## src/rtl/debounce_pkg.sv

```systemverilog
// Shared definitions for the debouncer family: FSM state encodings and default timing.
package debounce_pkg;

  localparam int DEF_SYNC_STAGES   = 2;
  localparam int DEF_STABLE_CYCLES = 50000;

  typedef enum logic [1:0] {
    ST_ZERO  = 2'd0,
    ST_WAIT1 = 2'd1,
    ST_ONE   = 2'd2,
    ST_WAIT0 = 2'd3
  } state_t;

endpackage

```

## src/rtl/bit_synchronizer.sv

```systemverilog
// Multi-flop synchronizer for a single asynchronous bit; all stages clear to 0 on reset.
module bit_synchronizer #(
  parameter int STAGES = 2
) (
  input  logic clk,
  input  logic reset_n,
  input  logic d,
  output logic q
);

  logic [STAGES-1:0] sync_ff;

  always_ff @(posedge clk or negedge reset_n) begin
    if (!reset_n) begin
      sync_ff <= '0;
    end else begin
      sync_ff <= {sync_ff[STAGES-2:0], d};
    end
  end

  assign q = sync_ff[STAGES-1];

endmodule

```

## src/rtl/level_debouncer.sv

```systemverilog
// Debounces a raw asynchronous input into a clean registered level; a change is accepted
// only after the synchronized input disagrees with the current level for STABLE_CYCLES+1 samples.
module level_debouncer
  import debounce_pkg::*;
#(
  parameter int SYNC_STAGES   = DEF_SYNC_STAGES,
  parameter int STABLE_CYCLES = DEF_STABLE_CYCLES,
  parameter int CNT_W         = $clog2(STABLE_CYCLES)
) (
  input  logic clk,
  input  logic reset_n,
  input  logic noisy_in,
  output logic level,
  output logic busy
);

  localparam logic [CNT_W-1:0] CNT_LAST = CNT_W'(STABLE_CYCLES - 1);

  logic             sync_in;
  state_t           state, state_nxt;
  logic [CNT_W-1:0] cnt, cnt_nxt;
  logic             level_nxt;

  bit_synchronizer #(
    .STAGES (SYNC_STAGES)
  ) u_sync (
    .clk     (clk),
    .reset_n (reset_n),
    .d       (noisy_in),
    .q       (sync_in)
  );

  always_ff @(posedge clk or negedge reset_n) begin
    if (!reset_n) begin
      state <= ST_ZERO;
      cnt   <= '0;
      level <= 1'b0;
    end else begin
      state <= state_nxt;
      cnt   <= cnt_nxt;
      level <= level_nxt;
    end
  end

  // The abort test comes first in each WAIT state, so a disagreeing sample always wins over terminal count.
  always_comb begin
    state_nxt = state;
    cnt_nxt   = cnt;
    level_nxt = level;
    case (state)
      ST_ZERO: begin
        if (sync_in) begin
          state_nxt = ST_WAIT1;
          cnt_nxt   = '0;
        end
      end
      ST_WAIT1: begin
        if (!sync_in) begin
          state_nxt = ST_ZERO;
        end else if (cnt == CNT_LAST) begin
          state_nxt = ST_ONE;
          level_nxt = 1'b1;
        end else begin
          cnt_nxt = cnt + 1'b1;
        end
      end
      ST_ONE: begin
        if (!sync_in) begin
          state_nxt = ST_WAIT0;
          cnt_nxt   = '0;
        end
      end
      ST_WAIT0: begin
        if (sync_in) begin
          state_nxt = ST_ONE;
        end else if (cnt == CNT_LAST) begin
          state_nxt = ST_ZERO;
          level_nxt = 1'b0;
        end else begin
          cnt_nxt = cnt + 1'b1;
        end
      end
      default: begin
        state_nxt = ST_ZERO;
      end
    endcase
  end

  // Decoded straight from the state register so it cannot glitch.
  assign busy = (state == ST_WAIT1) || (state == ST_WAIT0);

endmodule

```

## config.mk

```make
export PLATFORM = sky130hd
export DESIGN_NAME = level_debouncer
export DESIGN_NICKNAME = d
export VERILOG_FILES = /design/src/rtl/debounce_pkg.sv /design/src/rtl/bit_synchronizer.sv /design/src/rtl/level_debouncer.sv
export SDC_FILE = /design/constraint.sdc
export NUM_CORES = 1
export LEC_CHECK = 0
export CAP_MARGIN = 20
export CORE_ASPECT_RATIO = 0.8
export CORE_UTILIZATION = 40
export DETAILED_ROUTE_END_ITERATION = 12
export GPL_ROUTABILITY_DRIVEN = 0
export PLACE_DENSITY = 0.68
export SETUP_SLACK_MARGIN = 0.15
export SYNTH_ARGS = -nofsm -noshare
export SYNTH_HDL_FRONTEND = slang
export SYNTH_SLANG_ARGS = --single-unit
export TNS_END_PERCENT = 5
```

## constraint.sdc

```tcl
create_clock -name clk -period 5 [get_ports clk]
set_clock_uncertainty 0.15 [all_clocks]
set_input_delay 1 -clock clk [delete_from_list [all_inputs] [get_ports clk]]
set_output_delay 1 -clock clk [all_outputs]
set_load 0.02 [all_outputs]
```

; ---- Word level (Yosys, flattened, before mapping)
; Index checks and enable logic that the tools add are counted.
; W data, S select, Z words.
[totals]
regBits = 21
latch_bits = 0
mem_bits_rw = 0
romBits = 0
elab_cells = 41
memories = 0
[op_classes]
n_addsub = 1
n_mul = 0
n_div = 0
magnitude_cmp = 0
eq_ne = 12
shift = 0
mux = 18
n_bitwise = 0
reduce_logical = 6
[op_table]
columns = cell, n
row1 = $mux W16, 5
row2 = $pmux W16 S4, 1
row3 = $add A16 B1 Y16 const B, 1
row4 = $eq A16 B16 Y1 const B, 1
row5 = $mux W2, 6
row6 = $ne A2 B2 Y1 const B, 4
row7 = $pmux W2 S4, 1
row8 = $reduce_and A4 Y1, 2
row9 = $reduce_and A5 Y1, 1
row10 = $eq A2 B2 Y1 const B, 2
row11 = $mux W1, 4
row12 = $ne A2 B1 Y1 const B, 2
row13 = $ne A3 B2 Y1 const B, 1
row14 = $ne A3 B3 Y1 const B, 1
row15 = $eq A2 B1 Y1 const B, 1
row16 = $logic_not A2 Y1, 1
row17 = $pmux W1 S2, 1
row18 = $reduce_bool A2 Y1, 1
row19 = $logic_or A1 B1 Y1, 1

; ---- Logic depth before layout (Yosys ltp)
; Gate-level depths: netlist of the first run.
[logic_depth]
word_depth = 4
ltp_mapped = 5
depth_no_buf = 5

; ---- By module
; Synthesis of the first run repeated with hierarchy kept, for this count alone.
[unflattened]
hier_cells = 129
area_unflattened_um2 = 1214.9
[modules_own_cells]
columns = mod, n_inst, cells_each, area_per_inst_um2
row1 = level_debouncer, 1, 127, 1164.9
row2 = bit_synchronizer, 1, 2, 50.0

; ---- Worst setup path after synthesis of the first run
; OpenSTA, ideal clock, no wires.
[synth_path]
kind = register to output
from = register state[0]
to = output busy
t_arrival_ns = 0.806
required_time_ns = 3.850
path_slack_ns = 3.044
path_stages_with_launch = 3
path_buffers = 2
cell_sequence = dfrtp_1 -> clkbuf_1 -> clkbuf_1
[synth_between]
elab_chain_cells = 2
word_cells_on_any_way = 3
[synth_lines]
columns = element, line_no
row1 = from (decl), level_debouncer.sv:20  ; state_t state, state_nxt;
row2 = from (signal assigned), level_debouncer.sv:39  ; state <= state_nxt;
row3 = $eq A2 B1 Y1 or $eq A2 B2 Y1 (tied branches), level_debouncer.sv:90  ; assign busy = (state == ST_WAIT1) || (state == ST_WAIT0);
row4 = $logic_or A1 B1 Y1 *, level_debouncer.sv:90
row5 = to (decl), level_debouncer.sv:14  ; output logic busy
; Every way passes the cells marked *; elsewhere a longest branch is shown, timed or not.

; ---- Worst setup path in the final report of the first run
; Same ends and word-level chain as after synthesis.

==> results of run 1 <==
## final cells by class
type / count / area share
Tap cell: 36 / 0.0355
Multi-Input combinational cell: 88 / 0.450
Inverter: 7 / 0.0207
Timing Repair Buffer: 6 / 0.0592
Sequential cell: 21 / 0.414
Clock buffer: 4 / 0.0207
## cell usage in the layout (no fill, tap or decap), drive strengths merged
master and instances:
dfrtp 21, o21a 1, o21ai 8, nor2 2, or4b 1, inv 7, a21oi 6, nand4b 2
or4 4, o41ai 2, nand4 4, xor2 1, or3b 1, o211ai 4, and3 2, clkbuf 4
nand3 12, o2bb2ai 1, or3 4, and2 3, clkdlybuf4s50 4, xnor2 1, ha 1, nand2 14
buf 2, nor4bb 1, and4 1, o211a 1, o31ai 1, a31oi 2, o311ai 3, a211o 2
a2bb2oi 1, nor4 2
## through the flow
step | cell area, µm² | total power, mW | worst slack (ns) | hold WS (ns) | util
after floorplan | 1150 | 0.198 | 3.04 | 0.181 | -
after global placement | 1210 | 0.208 | 2.43 | 0.192 | 0.470
after detailed placement | 1210 | 0.208 | 2.44 | 0.192 | 0.470
after CTS | 1240 | 0.292 | 2.07 | 0.219 | 0.481
after global routing | 1270 | 0.308 | 1.99 | 0.233 | 0.491
final | 1270 | 0.292 | 2.06 | 0.216 | 0.491
## kinds of logic after synthesis
group,Yosys count,synth area share
DFF,21,0.458
AOI/OAI and AO/OA,32,0.192
adders and majority gates,1,0.0109
xor gates and xnor gates,2,0.0153
and+or+nand+nor,53,0.279
buffers and inverters,13,0.0458
## worst max path at each step
stage | end | cells after the start
final | busy | 1
after global placement | busy | 1
after floorplan | busy | 2
after detailed placement | busy | 1
after CTS | busy | 1
after global routing | busy | 1
## sequential cells by signal (all words and copies together), names as in the netlist, named ones only
| register | cells |
|---|---|
| cnt | 16 |
| u_sync.sync_ff | 2 |
| level | 1 |
| state | 1 |
## routing by layer
metal	routed length, µm	vias up
met5	0	-
met3	107	2
met4	8	0
met1	1230	494
met2	955	22
li1	-	473
## report_power, final
part	switching (mW)	total, mW	internal, mW
Sequential	0.00872	0.184	0.175
Clock	0.0534	0.0845	0.0312
Combinational	0.0136	0.0239	0.0104
Total	0.0756	0.292	0.217
==> qor_table.md, run 1 <==
| Item | This run |
|---|---|
| ANT cells | 0 |
| Final Instance Count excl. Fillers | 162 |
| Post-Route WL | 2300 µm |
| Worst path arrival time | 1.79 ns |
| Number of distinct library cells after synthesis | 38 |
| CTS buffer count | 3 |
| Pleak | 0.544 nW |
| CP delay by family, top | flip-flops |
| Die boundary width | 61.9 µm |
| Sink count of the clock tree | 21 |
| Max_slew headroom | 0.587 |
| Global-route wire length before repair | 4060 µm |
| Area of the placeable core | 2580 µm² |
| Standard cell with the maximum stage delay on the critical path | sky130_fd_sc_hd__dfrtp_1 |
| Post-Route Setup TNS | 0 ns |
| Nets in the synthesized netlist | 126 |
| Number of I/O port buffers | 4 |
| Beginning of the worst hold path | u_sync.sync_ff[0]$_DFF_PN0_ |
| Number of nets still failing antenna checks after routing | 0 |
| Count of standard-cell rows | 16 |
| Starting DRC count in detailed routing | 75 |
| Endpoint, Worst Hold | u_sync.sync_ff[1]$_DFF_PN0_ |
| Proportion of netlist area held by the largest area contributor | 0.458 |
| Avg Vias per Cell | 6.12 |
| Fill cell count | 229 |
| Pin count of the biggest net entering global routing | 22 |
| Crit Reg-Reg Endpoint | level$_DFFE_PN0P_ |
| WP buf/inv | 1 |
| Clock tree from TritonCTS | done |
| Hold Path Depth | 0 |
| Setup slack of the worst register-to-register path | 2.88 ns |
| Global routing usage on met3 | 0.0525 |
| Mean instance size in the synthesized netlist | 9.41 µm² |
| Warning count from the yosys run | 0 |
| Cell count after synthesis | 122 |
| Pwr Density | 230 nW/µm² |
| Overall overflow remaining after global route | 0 |
| Post-cts gate resize count | 0 |
| RSZ-0062 raised after global routing | no |
| Post-synthesis instance area | 1150 µm² |
| Final setup viols | 0 |
| Area used by multi-input combinational logic | 571 µm² |
| Data required time of the worst path | 3.85 ns |
| Share of async-settable or async-resettable flops after synthesis | 1.00 |
| Number of max-capacitance violations reported | 0 |
| Clock Pin Slew Worst Setup and Hold Paths | 0.11 ns |
| Number of enable-type register cells in the synthesized netlist | 0 |
| Path depth of the worst reg2reg path | 4 |
| Worst-Margin Slew | 0.619 ns |
| Number of vias in the routed layout | 991 |
| Global routing met2 resource utilization | 0.235 |
| Layout cells sized above 1 | 0.0794 |
| GRT Util Overall | 0.176 |
| Relative area change from synthesis to final layout | 10.5% |
| Sequential cell area fraction in the yosys report | 0.458 |
| Instance count after placement with tap cells included | 157 |
| Most Used Layer, Global Route | met1 |
| CP endpoint kind | primary output |
| Highest net fanout along the worst path | 19 |
| Largest stage delay on the critical path | 0.76 ns |
| Number of top-level pins | 5 |
| Routed wire length per instance | 14.2 µm |
| Clock latency at the later pin of the worst-skew pair | 0.31 ns |
| Synth cell count leaders | sky130_fd_sc_hd__dfrtp_1, sky130_fd_sc_hd__nand2_1, sky130_fd_sc_hd__nand3_1 |
| Type of the setup path with the least slack | flip-flop to primary output |
| Minimum clock period after layout | 2.94 ns |
| Peak clock frequency supported by timing | 0.341 GHz |
| Buffer cell driving the clock tree root | sky130_fd_sc_hd__clkbuf_4 |
| Cell type with the highest aggregate area in the netlist | sky130_fd_sc_hd__dfrtp_1 |
| Post-CTS Hold Fix Bufs | 0 |
| Final hold violations | 0 |
| Run status | complete, no violations |
| Initial antenna violation count | 0 |
| Global routing met1 resource utilization | 0.282 |
| Vertical extent of the die | 49.9 µm |
| Vias in the first global route | 845 |
| Cells traversed along the worst timing path | clkdlybuf4s50_1 |
| Total number of nets in the final design | 131 |
| Flip-flop cell with the highest count after synthesis | sky130_fd_sc_hd__dfrtp_1 |
| Number of buffers between clock root and the deepest sink | 2 |
| Number of iterations in the first detailed-routing pass | 4 |
| Worst hold path type | flip-flop to flip-flop |
| Detailed-placement wirelength estimate | 1590 µm |
| Worst setup path startpoint | state[0]$_DFFE_PN0P_ |
| Total Die Area | 3090 µm² |
| Area occupied by registers | 526 µm² |
| Final Max Tran Viols | 0 |
| Initial standard-cell utilization of the core | 0.445 |
| Synth Register Bits | 21 |
| Reg2Reg Launch Point | cnt[13]$_DFFE_PN0P_ |
| Number of remaining DRC errors | 0 |
| Top area cells in the synthesized netlist | sky130_fd_sc_hd__dfrtp_1, sky130_fd_sc_hd__nand3_1, sky130_fd_sc_hd__nand2_1, sky130_fd_sc_hd__o21ai_0, sky130_fd_sc_hd__o211ai_1 |
| Maximum resistive drop on vdd | 120 µV |
| Share of the cycle needed by the critical path after routing | 0.587 |
| Maximum level of the CTS H-tree | 1 |
| Setup Fix Bufs, Post-CTS | 0 |
| Worst setup SP type | flip-flop |
| Cell with the most instances after synthesis | sky130_fd_sc_hd__dfrtp_1 |
(Power assumes the default switching activity.)
==> run 2: changes to the inputs <==
--- a/config.mk
+++ b/config.mk
@@ -10,7 +10,7 @@
 export CORE_UTILIZATION = 40
 export DETAILED_ROUTE_END_ITERATION = 12
 export GPL_ROUTABILITY_DRIVEN = 0
-export PLACE_DENSITY = 0.68
+export PLACE_DENSITY = 0.7
 export SETUP_SLACK_MARGIN = 0.15
 export SYNTH_ARGS = -nofsm -noshare
 export SYNTH_HDL_FRONTEND = slang
==> constraint.sdc (replaced) <==
create_clock -name clk -period 2.4 [get_ports clk]
set_clock_uncertainty 0.15 [all_clocks]
set_input_delay 0.48 -clock clk [delete_from_list [all_inputs] [get_ports clk]]
set_output_delay 0.48 -clock clk [all_outputs]
set_load 0.02 [all_outputs]
==> run 2 against run 1 <==
Flip-flop and latch count stayed put. Cell count rose by 1.2%. Total power up 110%. Cell area fell by 0.20%. Routed wire length rose by 3.0%. Core utilization is 0.097 points lower. Via count is 2.5% lower. Critical path type unchanged. Sequential power is 110% higher. Sequential share of layout area rose by 0.18 points.
==> qor_table.md, run 2 (synthesis gave the netlist of run 1 again) <==
| Item | This run | Change |
|---|---|---|
| Run status | complete, no violations |  |
| Worst path arrival time | 1.50 ns | -0.29 ns |
| Pleak | 0.548 nW | +0.64% |
| Routed wire length per instance | 14.5 µm | +1.8% |
| Type of the setup path with the least slack | flip-flop to primary output |  |
| RSZ-0062 raised after global routing | no |  |
| Number of buffers between clock root and the deepest sink | 2 | unchanged |
| Share of the cycle needed by the critical path after routing | 0.888 |  |
| Count of standard-cell rows | 16 | unchanged |
| Detailed-routing wirelength on met1 | 1280 µm | +3.9% |
| Number of iterations in the first detailed-routing pass | 4 | unchanged |
| Post-Route WL | 2370 µm | +3.0% |
| Relative area change from synthesis to final layout | 10.2% |  |
| Worst hold path type | flip-flop to flip-flop |  |
| Global-route wire length before repair | 4240 µm | +4.2% |
| GRT Util Overall | 0.188 | +0.0120 |
| Total Die Area | 3090 µm² | unchanged |
| Starting DRC count in detailed routing | 51 | -32% |
| Pwr Density | 481 nW/µm² | +110% |
| Final Instance Count excl. Fillers | 164 | +1.2% |
| Cells traversed along the worst timing path | clkdlybuf4s50_1 |  |
| WP buf/inv | 1 | unchanged |
| Avg Vias per Cell | 5.89 | -3.7% |
| Peak clock frequency supported by timing | 0.469 GHz |  |
| Sink count of the clock tree | 21 | unchanged |
| Number of max-capacitance violations reported | 0 | unchanged |
| Maximum level of the CTS H-tree | 1 | unchanged |
| Layout cells sized above 1 | 0.109 | +0.0300 |
| Number of vias in the routed layout | 966 | -2.5% |
| CP delay by family, top | buffers and inverters |  |
| Worst setup SP type | flip-flop |  |
| Highest net fanout along the worst path | 14 | -5 |
| Detailed-placement wirelength estimate | 1710 µm | +7.0% |
| Overall overflow remaining after global route | 0 | unchanged |
| Most common library cell in the layout ignoring fill and taps | sky130_fd_sc_hd__dfrtp_1 |  |
| Worst-Margin Slew | 0.532 ns | -0.0874 ns |
| Largest registers in the final layout | cnt (16), u_sync.sync_ff (2) |  |
| Amount of wire on met2 after detailed routing | 954 µm | -0.10% |
| Fill cell count | 242 | +5.7% |
| Max_slew headroom | 0.643 | +0.0556 |
| ANT cells | 0 | unchanged |
| Largest register by flop count | cnt |  |
| Pin count of the biggest net entering global routing | 22 | unchanged |
| CP endpoint kind | primary output |  |
| Initial standard-cell utilization of the core | 0.445 | unchanged |
| Vertical extent of the die | 49.9 µm | unchanged |
| CTS buffer count | 3 | unchanged |
| Area of the placeable core | 2580 µm² | unchanged |
| Data required time of the worst path | 1.77 ns | -2.08 ns |
| Largest stage delay on the critical path | 0.66 ns | -0.10 ns |
| Total number of nets in the final design | 133 | +1.5% |
| Clock Pin Slew Worst Setup and Hold Paths | 0.12 ns | about the same |
| Clock latency at the later pin of the worst-skew pair | 0.32 ns | about the same |
| Die boundary width | 61.9 µm | unchanged |
| Final setup viols | 0 | unchanged |
| Number of I/O port buffers | 4 | unchanged |
| Uppermost signal routing layer after detailed routing | met4 |  |
| Setup Fix Bufs, Post-CTS | 0 | unchanged |
| Standard cell with the maximum stage delay on the critical path | sky130_fd_sc_hd__clkdlybuf4s50_1 |  |
| Number of nets still failing antenna checks after routing | 0 | unchanged |
| Instance count after placement with tap cells included | 160 | +1.9% |
| Vias in the first global route | 899 | +6.4% |
| Post-Route Setup TNS | 0 ns | unchanged |
| Final Max Tran Viols | 0 | unchanged |
| Commonest non-fill, non-tap cells in the layout | sky130_fd_sc_hd__dfrtp_1, sky130_fd_sc_hd__nand2_1, sky130_fd_sc_hd__nand3_1, sky130_fd_sc_hd__inv_1, sky130_fd_sc_hd__o21ai_0 |  |
| Initial antenna violation count | 0 | unchanged |
| Buffer cell driving the clock tree root | sky130_fd_sc_hd__clkbuf_4 |  |
| Number of top-level pins | 5 | unchanged |
| Final hold violations | 0 | unchanged |
| Minimum clock period after layout | 2.13 ns |  |
| Clock tree from TritonCTS | done |  |
| Worst hold slack | 0.222 ns | +0.00638 ns |
| Number of remaining DRC errors | 0 | unchanged |
| Flip-flop count of the largest register after layout | 16 | unchanged |
| End-of-flow core utilization | 0.490 | -0.000969 |
| Routed length on met3 | 116 µm | +8.4% |
| Maximum resistive drop on vdd | 339 µV | +180% |
run 2: cell types whose count changed in the layout (fill, tap and decap cells not counted):
cell	before	now
sky130_fd_sc_hd__buf_4	1	4
sky130_fd_sc_hd__buf_16	1	0
sky130_fd_sc_hd__clkbuf_1	1	0
sky130_fd_sc_hd__clkinv_2	0	1
sky130_fd_sc_hd__dfrtp_1	21	20
sky130_fd_sc_hd__dfrtp_2	0	1
run 2: report_power, final:
| part | switching, mW | internal (mW) | leakage [nW] |
|---|---|---|---|
| Sequential | 0.0172 | 0.365 | 0.283 |
| Combinational | 0.0296 | 0.0202 | 0.247 |
| Clock | 0.115 | 0.0625 | 0.0177 |
| Total | 0.162 | 0.448 | 0.548 |
run 2: metal layers:
| layer | up-vias | global-route usage |
|---|---|---|
| li1 | 476 | - |
| met1 | 471 | 0.291 |
| met3 | 3 | 0.0604 |
| met4 | 0 | 0.0481 |
| met2 | 16 | 0.247 |
| met5 | - | 0 |
run 2: final timing paths:
| path | startpoint | end | slack [ns] | depth (start not counted) |
|---|---|---|---|---|
| min | u_sync.sync_ff[0]$_DFF_PN0_ | u_sync.sync_ff[1]$_DFF_PN0_ | 0.22 | 0 |
| min reg2reg | u_sync.sync_ff[0]$_DFF_PN0_ | u_sync.sync_ff[1]$_DFF_PN0_ | 0.22 | 0 |
| min in group asynchronous | reset_n | cnt[10]$_DFFE_PN0P_ | 0.33 | 2 |
| max in group asynchronous | reset_n | state[0]$_DFFE_PN0P_ | 1.53 | 2 |
| max reg2reg | cnt[7]$_DFFE_PN0P_ | level$_DFFE_PN0P_ | 0.35 | 4 |
| max | state[0]$_DFFE_PN0P_ | busy | 0.27 | 1 |
run 2: what timing repair did:
action | CTS | global route
endpoints found under the hold margin | 0 | 0
endpoints found under the setup margin | 1 | 0
resized for setup | 1 | 0
hold buffers | 0 | 0
run 2: final cells by class:
class / count / area (µm²) / share of cell area
inverter: 7 / 26.3 / 0.0208
clock buffer: 3 / 22.5 / 0.0178
sequential: 21 / 527 / 0.416
clock inverter: 1 / 5.00 / 0.00395
multi-input combinational: 88 / 571 / 0.451
tap: 36 / 45.0 / 0.0356
timing repair buffer: 8 / 70.1 / 0.0553
run 2: through the flow:
stage / cell area [µm²] / worst slack [ns] / total power [mW]
floorplan: 1150 / 0.521 / 0.413
global placement: 1240 / 0.421 / 0.438
detailed placement: 1240 / 0.364 / 0.438
CTS: 1270 / 0.260 / 0.617
global route: 1270 / 0.201 / 0.643
finish: 1270 / 0.268 / 0.609
